==> src/rtl/camera_frame_capture.sv <==
`default_nettype none
// ---------------------------------------------------------------------------
// camera_frame_capture : single-clock camera capture (XCLK gen, PCLK oversample,
// pixel packing, decimation, frame RAM writes).   Rev 1.0
// ---------------------------------------------------------------------------
module camera_frame_capture #(
  parameter int DATA_W          = 8,
  parameter int BYTES_PER_PIXEL = 2,
  parameter int H_PIXELS        = 128,
  parameter int V_LINES         = 72,
  parameter int ADDR_W          = 15,
  parameter int XCLK_HALF       = 5,
  parameter int DECIM           = 1
) (
  input  logic                                i_Clk,
  input  logic                                i_Reset,
  input  logic                                i_Enable,
  input  logic                                i_Single_Shot,
  output logic                                o_XLK,
  input  logic                                i_PLK,
  input  logic                                i_VS,
  input  logic                                i_HS,
  input  logic [DATA_W-1:0]                   i_D,
  output logic [DATA_W*BYTES_PER_PIXEL-1:0]   o_RAM_Data,
  output logic [ADDR_W-1:0]                   o_RAM_Address,
  output logic                                o_RAM_Write_Enable,
  output logic                                o_Frame_Done,
  output logic                                o_Busy,
  output logic                                o_Error
);

  localparam int c_TOTAL  = H_PIXELS * V_LINES;
  localparam int c_PIX_W  = DATA_W * BYTES_PER_PIXEL;
  localparam int c_XCNT_W = (XCLK_HALF > 1) ? $clog2(XCLK_HALF) : 1;

  typedef enum logic [1:0] {S_IDLE, S_WAIT_FRAME, S_CAPTURE} state_t;

  state_t              r_state, w_next;
  logic [c_XCNT_W-1:0] r_xclk_cnt;
  logic                r_plk_s1, r_plk_s2, r_plk_d;
  logic                r_vs_s1, r_vs_s2, r_vs_d;
  logic                r_hs_s1, r_hs_s2, r_hs_d;
  logic [DATA_W-1:0]   r_d_s1, r_d_s2, r_hi;
  logic [ADDR_W:0]     r_addr;
  logic                r_byte_ph, r_single, r_shot_done;
  logic [1:0]          r_col_ph, r_line_ph;
  logic                w_byte, w_vs_fall, w_vs_rise, w_hs_fall;
  logic                w_start, w_frame_end, w_capture, w_keep, w_room;
  logic [c_PIX_W-1:0]  w_pix;

  function automatic logic [1:0] next_phase(input logic [1:0] p);
    if (DECIM <= 1 || p == 2'(DECIM - 1)) return 2'd0;
    return p + 2'd1;
  endfunction

  always_ff @(posedge i_Clk or posedge i_Reset) begin
    if (i_Reset) begin
      r_xclk_cnt <= '0;
      o_XLK      <= 1'b0;
    end else if (r_xclk_cnt == c_XCNT_W'(XCLK_HALF - 1)) begin
      r_xclk_cnt <= '0;
      o_XLK      <= ~o_XLK;
    end else begin
      r_xclk_cnt <= r_xclk_cnt + 1'b1;
    end
  end

  always_ff @(posedge i_Clk or posedge i_Reset) begin
    if (i_Reset) begin
      {r_plk_s1, r_plk_s2, r_plk_d} <= '0;
      {r_vs_s1, r_vs_s2, r_vs_d}    <= '0;
      {r_hs_s1, r_hs_s2, r_hs_d}    <= '0;
      r_d_s1 <= '0;
      r_d_s2 <= '0;
    end else begin
      {r_plk_s1, r_plk_s2, r_plk_d} <= {i_PLK, r_plk_s1, r_plk_s2};
      {r_vs_s1, r_vs_s2, r_vs_d}    <= {i_VS, r_vs_s1, r_vs_s2};
      {r_hs_s1, r_hs_s2, r_hs_d}    <= {i_HS, r_hs_s1, r_hs_s2};
      r_d_s1 <= i_D;
      r_d_s2 <= r_d_s1;
    end
  end

  // A byte is only accepted on a PCLK rise inside an active line outside VSYNC.
  assign w_byte    = r_plk_s2 & ~r_plk_d & r_hs_s2 & ~r_vs_s2;
  assign w_vs_fall = ~r_vs_s2 & r_vs_d;
  assign w_vs_rise = r_vs_s2 & ~r_vs_d;
  assign w_hs_fall = ~r_hs_s2 & r_hs_d;
  assign w_keep    = (r_col_ph == 2'd0) && (r_line_ph == 2'd0);
  assign w_room    = r_addr < (ADDR_W + 1)'(c_TOTAL);
  assign o_Busy    = (r_state != S_IDLE);

  generate
    if (BYTES_PER_PIXEL == 2) begin : g_pack2
      assign w_pix = {r_hi, r_d_s2};
    end else begin : g_pack1
      assign w_pix = r_d_s2;
    end
  endgenerate

  always_ff @(posedge i_Clk or posedge i_Reset) begin
    if (i_Reset) r_state <= S_IDLE;
    else         r_state <= w_next;
  end

  always_comb begin
    w_next      = r_state;
    w_start     = 1'b0;
    w_frame_end = 1'b0;
    w_capture   = 1'b0;
    case (r_state)
      S_IDLE:       if (i_Enable && !r_shot_done) w_next = S_WAIT_FRAME;
      S_WAIT_FRAME: begin
        if (!i_Enable) begin
          w_next = S_IDLE;
        end else if (w_vs_fall) begin
          w_next  = S_CAPTURE;
          w_start = 1'b1;
        end
      end
      S_CAPTURE: begin
        w_capture = 1'b1;
        if (w_vs_rise) begin
          w_frame_end = 1'b1;
          w_next      = (r_single || !i_Enable) ? S_IDLE : S_WAIT_FRAME;
        end
      end
      default: w_next = S_IDLE;
    endcase
  end

  // A finished single shot holds the block in IDLE until i_Enable is released.
  always_ff @(posedge i_Clk or posedge i_Reset) begin
    if (i_Reset) begin
      r_single    <= 1'b0;
      r_shot_done <= 1'b0;
    end else begin
      if (r_state == S_IDLE && w_next == S_WAIT_FRAME) r_single <= i_Single_Shot;
      if (!i_Enable)                                   r_shot_done <= 1'b0;
      else if (w_frame_end && r_single)                r_shot_done <= 1'b1;
    end
  end

  always_ff @(posedge i_Clk or posedge i_Reset) begin
    if (i_Reset) begin
      r_addr             <= '0;
      r_byte_ph          <= 1'b0;
      r_col_ph           <= 2'd0;
      r_line_ph          <= 2'd0;
      r_hi               <= '0;
      o_RAM_Data         <= '0;
      o_RAM_Address      <= '0;
      o_RAM_Write_Enable <= 1'b0;
      o_Frame_Done       <= 1'b0;
      o_Error            <= 1'b0;
    end else begin
      o_RAM_Write_Enable <= 1'b0;
      o_Frame_Done       <= 1'b0;
      if (w_start) begin
        r_addr    <= '0;
        r_byte_ph <= 1'b0;
        r_col_ph  <= 2'd0;
        r_line_ph <= 2'd0;
      end else if (w_capture) begin
        if (w_hs_fall) begin
          r_byte_ph <= 1'b0;
          r_col_ph  <= 2'd0;
          r_line_ph <= next_phase(r_line_ph);
        end else if (w_byte) begin
          if (BYTES_PER_PIXEL == 2 && !r_byte_ph) begin
            r_hi      <= r_d_s2;
            r_byte_ph <= 1'b1;
          end else begin
            r_byte_ph <= 1'b0;
            r_col_ph  <= next_phase(r_col_ph);
            if (w_keep) begin
              if (w_room) begin
                o_RAM_Write_Enable <= 1'b1;
                o_RAM_Data         <= w_pix;
                o_RAM_Address      <= r_addr[ADDR_W-1:0];
                r_addr             <= r_addr + 1'b1;
              end else begin
                o_Error <= 1'b1;
              end
            end
          end
        end
        if (w_frame_end) begin
          o_Frame_Done <= 1'b1;
          if (r_addr != (ADDR_W + 1)'(c_TOTAL)) o_Error <= 1'b1;
        end
      end
    end
  end

endmodule
`default_nettype wire

==> config.mk <==
export PLATFORM = sky130hd
export DESIGN_NAME = camera_frame_capture
export DESIGN_NICKNAME = d
export VERILOG_FILES = /design/src/rtl/camera_frame_capture.sv
export SDC_FILE = /design/constraint.sdc
export NUM_CORES = 1
export LEC_CHECK = 0
export CAP_MARGIN = 20
export CORE_ASPECT_RATIO = 0.75
export CORE_MARGIN = 2
export CORE_UTILIZATION = 31
export CTS_CLUSTER_DIAMETER = 80
export DETAILED_ROUTE_END_ITERATION = 8
export PLACE_DENSITY = 0.62
export SYNTH_ARGS = -nofsm -noshare
export SYNTH_HDL_FRONTEND = slang
export SYNTH_SLANG_ARGS = --single-unit
==> constraint.sdc <==
create_clock -name i_Clk -period 3.5 [get_ports i_Clk]
set_clock_uncertainty 0.1 [all_clocks]
set_input_delay 0.525 -clock i_Clk [delete_from_list [all_inputs] [get_ports i_Clk]]
set_output_delay 0.525 -clock i_Clk [all_outputs]
set_load 0.05 [all_outputs]
After elaboration in Yosys (flattened, before gate mapping)
Cells that the tools add are included.

word-level totals
  bits of input ports = 15
  bits in latches = 0
  word-level logic and storage cells = 140
  RAM bits = 0
  bits in read-only memories = 0
  register bits = 96
  output and inout port bits = 36
  memories = 0

operators by class
  $add $sub $neg = 4
  $mul = 0
  bitwise gates (word level) = 14
  reductions and logical operators = 26
  $lt $le $gt $ge = 1
  muxes and demuxes = 62
  divide/modulo/power cells = 0
  shifts and indexed selects = 0
  equal/unequal tests = 7

operators by type and width
  cell                     count
  $mux W16                 7
  $mux W1                  39
  $mux W2                  14
  $add A16 B1 Y16 const B  1
  $lt A16 B14 Y1 const B   1
  $ne A16 B14 Y1 const B   1
  $reduce_bool A2 Y1       7
  $not A1 Y1               8
  $reduce_and A7 Y1        1
  $and A1 B1 Y1            6
  $logic_not A2 Y1         3
  $pmux W2 S3              1
  $reduce_and A2 Y1        3
  $reduce_and A6 Y1        1
  $reduce_bool A3 Y1       2
  $reduce_and A5 Y1        1
  $add A2 B1 Y2 const B    2
  $eq A2 B1 Y1 const B     2
  $logic_and A1 B1 Y1      4
  $ne A2 B1 Y1 const B     2
  $add A3 B1 Y3 const B    1
  $eq A3 B3 Y1 const B     1
  $mux W3                  1
  $reduce_and A3 Y1        1
  other kinds (3)          4

Depth between registers and ports, before layout
Gate-level depths: netlist of the first run.

  depth after elaboration = 14
  depth in mapped cells = 6
  mapped depth without buffers = 6

Worst setup path before layout of the first run
OpenSTA, ideal clock, no wires.

  path type = reg-to-reg
  start point = register r_addr[10]
  end point = register o_RAM_Address[10]
  arrival = 1.628 ns
  data required time = 3.275 ns
  slack = 1.648 ns
  path buffers = 1
  period minus slack after synthesis = 1.852 ns
  library setup time = 0.125 ns
  stages on the path, launching flop included = 6
  cell sequence = dfrtp_1 > o31ai_4 > nand2_2 > nor2_2 > buf_4 > mux2_2

between the ends
  cells in the longest elaborated chain, start to end = 2

RTL lines
  what                                line  text
  start: declaration                  44    logic [ADDR_W:0] r_addr;
  start signal: assignment            181   r_addr <= r_addr + 1'b1;
  $lt A16 B14 Y1                      90    assign w_room = r_addr < (ADDR_W + 1)'(c_TOTAL);
  $reduce_and A7 Y1 (no source line)  -
  end signal: assignment              180   o_RAM_Address <= r_addr[ADDR_W-1:0];
  end: declaration                    25    output logic [ADDR_W-1:0] o_RAM_Address,

Parallel ways exist; a longest one is shown, timed or not.
A chain may end at the register's enable or synchronous reset.

Worst setup path after layout of the first run
  start point = register r_state[0]
  end point = output o_Busy

between the ends
  cells in the longest elaborated chain, start to end = 1

RTL lines
  what                      line  text
  start: declaration        38    state_t r_state, w_next;
  start signal: assignment  103   else r_state <= w_next;
  $reduce_bool A2 Y1        91    assign o_Busy = (r_state != S_IDLE);
  end: declaration          28    output logic o_Busy,

Every way passes these cells.

==> results of run 1 <==
flip-flops by register name (all words and copies together) (netlist names), 2 cells and up:
register	flops
o_RAM_Address	15
o_RAM_Data	16
r_addr	16
r_d_s1	8
r_d_s2	8
r_hi	8
r_state	2
r_xclk_cnt	3
synth_stat cells, types with 5 or more instances:
master,instances,area [sq um]
or4_1,8,60.1
inv_1,8,30.0
mux2_2,39,439
nand3_1,5,25.0
o31ai_1,7,52.6
dfrtp_1,92,2300
nand2_1,13,48.8
nor2b_1,7,43.8
mux2i_1,6,60.1
nand4_1,5,31.3
a21oi_1,11,55.1
nand2b_1,6,37.5
power breakdown:
| group | total [W] | switching (W) | leakage, nW | internal (W) |
|---|---|---|---|---|
| logic | 0.000177 | 0.000103 | 0.632 | 0.0000740 |
| registers | 0.00117 | 0.0000489 | 1.20 | 0.00112 |
| clock network | 0.00103 | 0.000381 | 0.153 | 0.000644 |
| total | 0.00237 | 0.000533 | 1.99 | 0.00184 |
worst max path at each step:
stage,end,slack (ns),depth (start not counted)
2_1_floorplan,o_Error,0.48,1
3_3_place_gp,o_RAM_Address[10],1.35,6
3_5_place_dp,o_RAM_Data[10],1.28,5
4_1_cts,o_Busy,1.07,2
5_1_grt,o_Busy,1.03,2
6_report,o_Busy,1.09,2
worst max-delay path, cell delays in order (launching register included):
cell,delay (ns)
dfrtp_1,0.44
or2_2,0.31
clkdlybuf4s50_1,0.70
final cells by class:
type                    instances  area share [%]
inverters                       8           0.691
clock buffers                  12            5.44
repair buffers                 53            11.8
flip-flops and latches         92            50.8
multi-input cells             146            25.7
clock inverters                 4            1.60
well taps                     140            3.87
stage by stage:
step                      power, W  area (sq um)  hold slack (ns)  util [%]
after floorplan            0.00129          3550            0.231         -
after global placement     0.00136          4210            0.232      38.0
after detailed placement   0.00136          4210            0.236      38.0
after CTS                  0.00241          4530            0.250      40.9
after global routing       0.00248          4530            0.254      40.9
final                      0.00237          4530            0.248      40.9
cells by family after synthesis:
family          Yosys count  share of synthesized area (%)
simple gates             72                           12.4
mux                      45                           14.1
compound gates           23                           4.33
buf+inv                  16                           2.47
flops                    92                           64.8
fa+ha+maj                 4                           1.41
xor+xnor                  2                          0.493
metal layers:
metal	track usage, %	routed length (um)
met1	16.7	3300
met2	15.5	2830
met3	5.92	511
met5	0	0
met4	2.62	59
cell usage in the layout (no fill, tap or decap), drive strengths merged, types with 4 or more instances in the layout:
master	instances
nand4	5
nor2b	7
dfrtp	92
or4	8
nand2	14
mux2	39
nor4	4
nand3	5
ha	4
nor2	5
clkbuf	12
o31ai	8
mux2i	6
clkdlybuf4s50	50
nand2b	6
a21oi	11
nor3	4
inv	7
==> flow_metrics.tcl, run 1 <==
set metrics [dict create \
    outcome "completed" \
    postCtsSetupBuffers 0 \
    grt_antenna_before_repair 0 \
    track_usage_pct 11.6 \
    regToRegSetupSlack_ns 1.26 \
    finalSetupViolCount 0 \
    count_of_port_buffers_added_during_placement 50 \
    dp_hpwl_um 4180 \
    ant_nets 0 \
    p_per_area_nw_per_um2 523 \
    pre_cts_ws_ns 1.28 \
    cp-start-kind "flip-flop" \
    synthesis.nets 273 \
    routabilityCongestion 0.795 \
    worst-path-max-fanout 6 \
    grt_first_pass_wirelength_um 11000 \
    floorplan.core_area_sq_um 11100 \
    worst_setup_hold_path_clk_slew_ns 0.06 \
    hold_path_depth 0 \
    floorplan.initialDensity_pct 32.1 \
    grt_start_max_net_pins 93 \
    drt-total-wl_um 6700 \
    max-cap-violations 0 \
    insertion_delay_ns 0.34 \
    diodes 0 \
    ys_seq_area_share_pct 64.8 \
    netlist_area_sq_um 3550 \
    yosys_most_used_dff "dfrtp_1" \
    min_period_ns 2.41 \
    grt.overflow.total 0 \
    leakagePower_nw 1.99 \
    rows 33 \
    grt_pass1_vias 2138 \
    numPlacedInstances 439 \
    count_of_pins_on_the_block_boundary 51 \
    ys_async_sr_fraction_pct 100 \
    vias_per_cell 4.79 \
    worstPathRequired_ns 2.87 \
    layout-area-overhead-vs-synth_pct 27.6 \
    grt_setup_unrepaired "false" \
    postCtsHoldBufs 0 \
    max_freq_ghz 0.414 \
    die_width_um 128 \
    reg_area_sq_um 2300 \
    drive_gt1_share_pct 20.0 \
    yosys_warn_count 0 \
    worst_ep_arrival_time_ns 1.79 \
    final_net_count 329 \
    clock-sinks 92 \
    vias 2178 \
    die_y_um 96.7 \
    deepest_level_of_the_cts_h_tree 3 \
    finalCritPeriodShare_pct 69.0 \
    detail_route.wl_per_cell_um 14.7 \
    endpoint_kind "primary output" \
    min-delay-path-class "reg -> reg" \
    fin_ws_ns 1.09 \
    finalHoldViolations 0 \
    slew_headroom_pct 63.0 \
    detailed_routing_iteration_count_for_the_pre_antenna_repair_pass 4 \
    synth_cell_type_count 38 \
    worst_r2r_startpoint "r_addr[10]" \
    die_ar_sq_um 12300 \
    ctsRootBufferMaster "clkbuf_16" \
    clockBufferDepth 2 \
    final.fill_count 1042 \
    fin_cells 455 \
    detail_route.drc_violations 0 \
    post_cts_resize_count 0 \
    slew_viol_final 0 \
    clock_tree_from_tritoncts "yes" \
    worst_slew_pin_slew_ns 0.553 \
    synth_area_per_cell_sq_um 14.0 \
    synthCells 254 \
    post_synth_edffs 0 \
    multiInputGateArea_sq_um 1170 \
    cp-startpoint "r_state[0]" \
    initialDrtViolationCount 149 \
    r2r.worst_path.cells 5 \
    cts-buffers-inserted 9 \
    synth-seq-cells 92 \
    final.setup.tns_ns 0 \
    hold_path_startpoint "r_d_s1[6]" \
    peakVddDrop_uv 299 \
    destination_of_the_worst_hold_path "r_d_s2[6]" \
    r2r-end "o_RAM_Data[7]" \
    critical_path_class "reg -> out" \
]
(Power assumes the default switching activity.)
==> inputs of run 2 (changes only) <==
- clock period: 3.5 -> 2.25 ns (I/O delays scaled with it)
==> flow_metrics.tcl, run 2 (synthesis gave the netlist of run 1 again) <==
set metrics [dict create \
    detailed_routing_iteration_count_for_the_pre_antenna_repair_pass 4 \
    routabilityCongestion 0.862 \
    final.fill_count 1029 \
    largest_registers "o_RAM_Data (16), r_addr (16), o_RAM_Address (15)" \
    worst_ep_arrival_time_ns 2.18 \
    most_common_cell_after_layout_fill_and_taps_aside "dfrtp_1" \
    regToRegSetupSlack_ns 0.24 \
    ant_nets 0 \
    grt_first_pass_wirelength_um 11300 \
    floorplan.core_area_sq_um 11100 \
    count_of_pins_on_the_block_boundary 51 \
    initialDrtViolationCount 138 \
    slew_headroom_pct 64.1 \
    count_of_port_buffers_added_during_placement 50 \
    grt.overflow.total 0 \
    worst_slew_pin_slew_ns 0.537 \
    layout-area-overhead-vs-synth_pct 27.8 \
    die_width_um 128 \
    min_period_ns 2.01 \
    p_per_area_nw_per_um2 784 \
    detail_route.wl_per_cell_um 14.6 \
    diodes 0 \
    grt_pass1_vias 2265 \
    clock-sinks 92 \
    peakVddDrop_uv 459 \
    critical_path_class "reg -> reg" \
    finalSetupViolCount 0 \
    clockBufferDepth 2 \
    detail_route.drc_violations 0 \
    grt_setup_unrepaired "false" \
    max_freq_ghz 0.498 \
    floorplan.initialDensity_pct 32.1 \
    finalCritPeriodShare_pct 89.2 \
    deepest_level_of_the_cts_h_tree 3 \
    reg_area_sq_um 2300 \
    final.setup.tns_ns 0 \
    ctsRootBufferMaster "clkbuf_16" \
    max-cap-violations 0 \
    insertion_delay_ns 0.34 \
    drive_gt1_share_pct 21.6 \
    min-delay-path-class "reg -> reg" \
    postCtsHoldBufs 0 \
    worstPathRequired_ns 2.42 \
    grt_antenna_before_repair 0 \
    cp-start-kind "flip-flop" \
    dp_hpwl_um 4370 \
    layout_common_cells "dfrtp_1 (92), clkdlybuf4s50_1 (49), mux2_2 (39), nand2_1 (13), a21oi_1 (11)" \
    finalHoldViolations 0 \
    vias 2171 \
    multiInputGateArea_sq_um 1170 \
    track_usage_pct 11.8 \
    drt-total-wl_um 6680 \
    outcome "completed" \
    postCtsSetupBuffers 0 \
    endpoint_kind "flip-flop" \
    worst-path-max-fanout 10 \
    die_ar_sq_um 12300 \
    vias_per_cell 4.73 \
    final_net_count 333 \
    cts-buffers-inserted 9 \
    final_util_pct 41.0 \
    worst_setup_hold_path_clk_slew_ns 0.07 \
    grt_start_max_net_pins 93 \
    slew_viol_final 0 \
    die_y_um 96.7 \
    clock_tree_from_tritoncts "yes" \
    rows 33 \
    leakagePower_nw 2.00 \
]
==> run 2: cell count changes in the layout (fill, tap and decap cells not counted), sizes merged <==
| cell | delta |
|---|---|
| clkinvlp | +1 |
| buf | +4 |
| clkdlybuf4s50 | -1 |
| inv | +4 |
| dlymetal6s2s | +1 |
| clkbuf | -3 |
| bufinv | -2 |
==> run 2: final timing paths <==
path                            start        end  depth (start not counted)
setup / recovery           r_addr[10]  r_addr[7]                          5
hold reg to reg             r_d_s1[6]  r_d_s2[6]                          0
max in group asynchronous     i_Reset  r_d_s2[3]                          3
setup reg to reg           r_addr[10]  r_addr[7]                          5
min in group asynchronous     i_Reset    r_hs_s1                          3
hold / removal              r_d_s1[6]  r_d_s2[6]                          0
==> run 2: metrics by stage <==
stage               cell area, sq um  power [W]  worst slack [ns]  cells  hold WS, ns
finish                          4540    0.00356             0.243    459        0.249
global route                    4540    0.00373             0.128    459        0.255
CTS                             4540    0.00362           0.00225    459        0.252
detailed placement              4240    0.00212             0.282    443        0.236
global placement                4240    0.00212             0.299    443        0.232
floorplan                       3550    0.00200             0.398    254        0.231
==> run 2: report_power, final <==
| part | internal, W | switching (W) |
|---|---|---|
| clock network | 0.000780 | 0.000690 |
| registers | 0.00174 | 0.0000763 |
| logic | 0.000115 | 0.000160 |
==> run 2: routing by layer <==
layer | track usage [%] | vias to the layer above | wire length (um)
li1 | - | 1031 | -
met1 | 15.7 | 1085 | 3150
met2 | 16.7 | 49 | 3030
met3 | 5.86 | 6 | 409
met4 | 3.80 | 0 | 85
met5 | 0 | - | 0
==> run 2: cell type report <==
cell class / instances / share of cell area, %
timing repair buffer: 57 / 12.5
tap: 140 / 3.86
sequential: 92 / 50.7
inverter: 8 / 0.744
clock buffer: 9 / 4.96
multi-input combinational: 146 / 25.7
clock inverter: 7 / 1.49
==> run 2: timing repair <==
| item | 4_1_cts | 5_1_grt |
|---|---|---|
| hold endpoints to repair | 0 | 0 |
| endpoints found under the setup margin | 0 | 1 |
| gates resized for setup | 0 | 1 |
==> run 2: worst max-delay path, cell delays in order (launching register included) <==
cell and delay [ns]:
dfrtp_1 0.47, o31ai_4 0.33, nand2_2 0.17, buf_4 0.21, or4_1 0.51, a21oi_1 0.15
==> inputs of run 3 (changes only) <==
- PLACE_DENSITY: 0.62 -> 0.51
==> flow_metrics.tcl, run 3 (synthesis gave the netlist of run 1 again) <==
set metrics [dict create \
    dp_hpwl_um 4210 \
    die_ar_sq_um 12300 \
    max-cap-violations 0 \
    peakVddDrop_uv 400 \
    insertion_delay_ns 0.34 \
    min-delay-path-class "reg -> reg" \
    slew_viol_final 0 \
    die_y_um 96.7 \
    worst_slew_pin_slew_ns 0.534 \
    grt.overflow.total 0 \
    leakagePower_nw 2.01 \
    deepest_level_of_the_cts_h_tree 3 \
    clock-sinks 92 \
    final.fill_count 1047 \
    worstPathRequired_ns 2.41 \
    detail_route.drc_violations 0 \
    grt_first_pass_wirelength_um 11500 \
    grt_start_max_net_pins 93 \
    max_freq_ghz 0.500 \
    cp-start-kind "flip-flop" \
    postCtsHoldBufs 0 \
    count_of_port_buffers_added_during_placement 50 \
    clock_tree_from_tritoncts "yes" \
    drive_gt1_share_pct 21.4 \
    layout_common_cells "dfrtp_1 (92), clkdlybuf4s50_1 (49), mux2_2 (39), nand2_1 (13), a21oi_1 (11)" \
    holdWs_ns 0.241 \
    floorplan.core_area_sq_um 11100 \
    rows 33 \
    ctsRootBufferMaster "clkbuf_16" \
    post_cts_resize_count 0 \
    vias_per_cell 4.69 \
    outcome "completed" \
    ant_nets 0 \
    grt_pass1_vias 2159 \
    diodes 0 \
    finalCritPeriodShare_pct 88.9 \
    postCtsSetupBuffers 0 \
    min_period_ns 2.00 \
    layout-area-overhead-vs-synth_pct 28.4 \
    p_per_area_nw_per_um2 792 \
    routabilityCongestion 0.777 \
    final.setup.tns_ns 0 \
    cts-buffers-inserted 9 \
    finalHoldViolations 0 \
    initialDrtViolationCount 132 \
    endpoint_kind "flip-flop" \
    die_width_um 128 \
    detailed_routing_iteration_count_for_the_pre_antenna_repair_pass 4 \
    worst-path-max-fanout 14 \
    vias 2149 \
    cp_cell_sequence "and4bb_1 > nand3_1 > buf_4 > or4_1 > a21oi_1" \
    clockBufferDepth 2 \
    final_net_count 333 \
    cp_max_stage_delay_ns 0.47 \
    pre_cts_ws_ns 0.250 \
    most_common_cell_after_layout_fill_and_taps_aside "dfrtp_1" \
    drt-total-wl_um 6650 \
    grt_setup_unrepaired "false" \
    largest_registers "o_RAM_Data (16), r_addr (16), o_RAM_Address (15)" \
    detail_route.wl_per_cell_um 14.5 \
    count_of_pins_on_the_block_boundary 51 \
    floorplan.initialDensity_pct 32.1 \
    worst_setup_hold_path_clk_slew_ns 0.07 \
    finalSetupViolCount 0 \
    worst_ep_arrival_time_ns 2.16 \
    fin_ws_ns 0.250 \
    critical_path_class "reg -> reg" \
    track_usage_pct 12.0 \
    grt_antenna_before_repair 0 \
    slew_headroom_pct 64.3 \
    worst_path_max_delay_cell "or4_1" \
]
-- run 3: path summary, 6_finish.rpt --
path	startpoint	end	slack, ns	depth (start not counted)
min in group asynchronous	i_Reset	r_xclk_cnt[2]	0.39	3
worst max register to register	r_state[0]	r_addr[5]	0.25	5
worst max-delay path	r_state[0]	r_addr[5]	0.25	5
worst min-delay path	r_d_s1[6]	r_d_s2[6]	0.24	0
worst min register to register	r_d_s1[6]	r_d_s2[6]	0.24	0
max in group asynchronous	i_Reset	o_RAM_Address[0]	1.31	3
-- run 3: worst max-delay path, delay by kind of cell (launching register included) --
| family | cells | cell delay [ns] |
|---|---|---|
| compound gates | 1 | 0.17 |
| buf+inv | 1 | 0.24 |
| flops | 1 | 0.43 |
| simple gates | 3 | 0.98 |
-- run 3: per-stage QoR --
| step | util, % | cells | power (W) | cell area [sq um] |
|---|---|---|---|---|
| after global placement | 38.5 | 443 | 0.00212 | 4260 |
| final | 41.2 | 458 | 0.00361 | 4560 |
| after CTS | 41.2 | 458 | 0.00366 | 4560 |
| after detailed placement | 38.5 | 443 | 0.00212 | 4260 |
| after global routing | 41.2 | 458 | 0.00379 | 4560 |
| after floorplan | - | 254 | 0.00200 | 3550 |
-- run 3: cell type report --
| cell class | count | area, sq um | area share [%] |
|---|---|---|---|
| tap | 140 | 175 | 3.84 |
| clock buffer | 10 | 239 | 5.24 |
| timing repair buffer | 57 | 581 | 12.7 |
| clock inverter | 5 | 61.3 | 1.35 |
| multi-input combinational | 146 | 1170 | 25.6 |
| inverter | 8 | 33.8 | 0.741 |
| sequential | 92 | 2300 | 50.5 |
-- run 3: where the power goes --
part,internal [W],switching (W),total [W]
sequential,0.00174,0.0000721,0.00181
clock,0.000891,0.000634,0.00153
combinational,0.000116,0.000159,0.000275
total,0.00274,0.000866,0.00361
-- run 3: metal layers --
metal	wire (um)	track usage (%)
met2	2710	15.9
met1	3430	17.6
met5	0	0
met3	425	5.25
met4	89	3.80
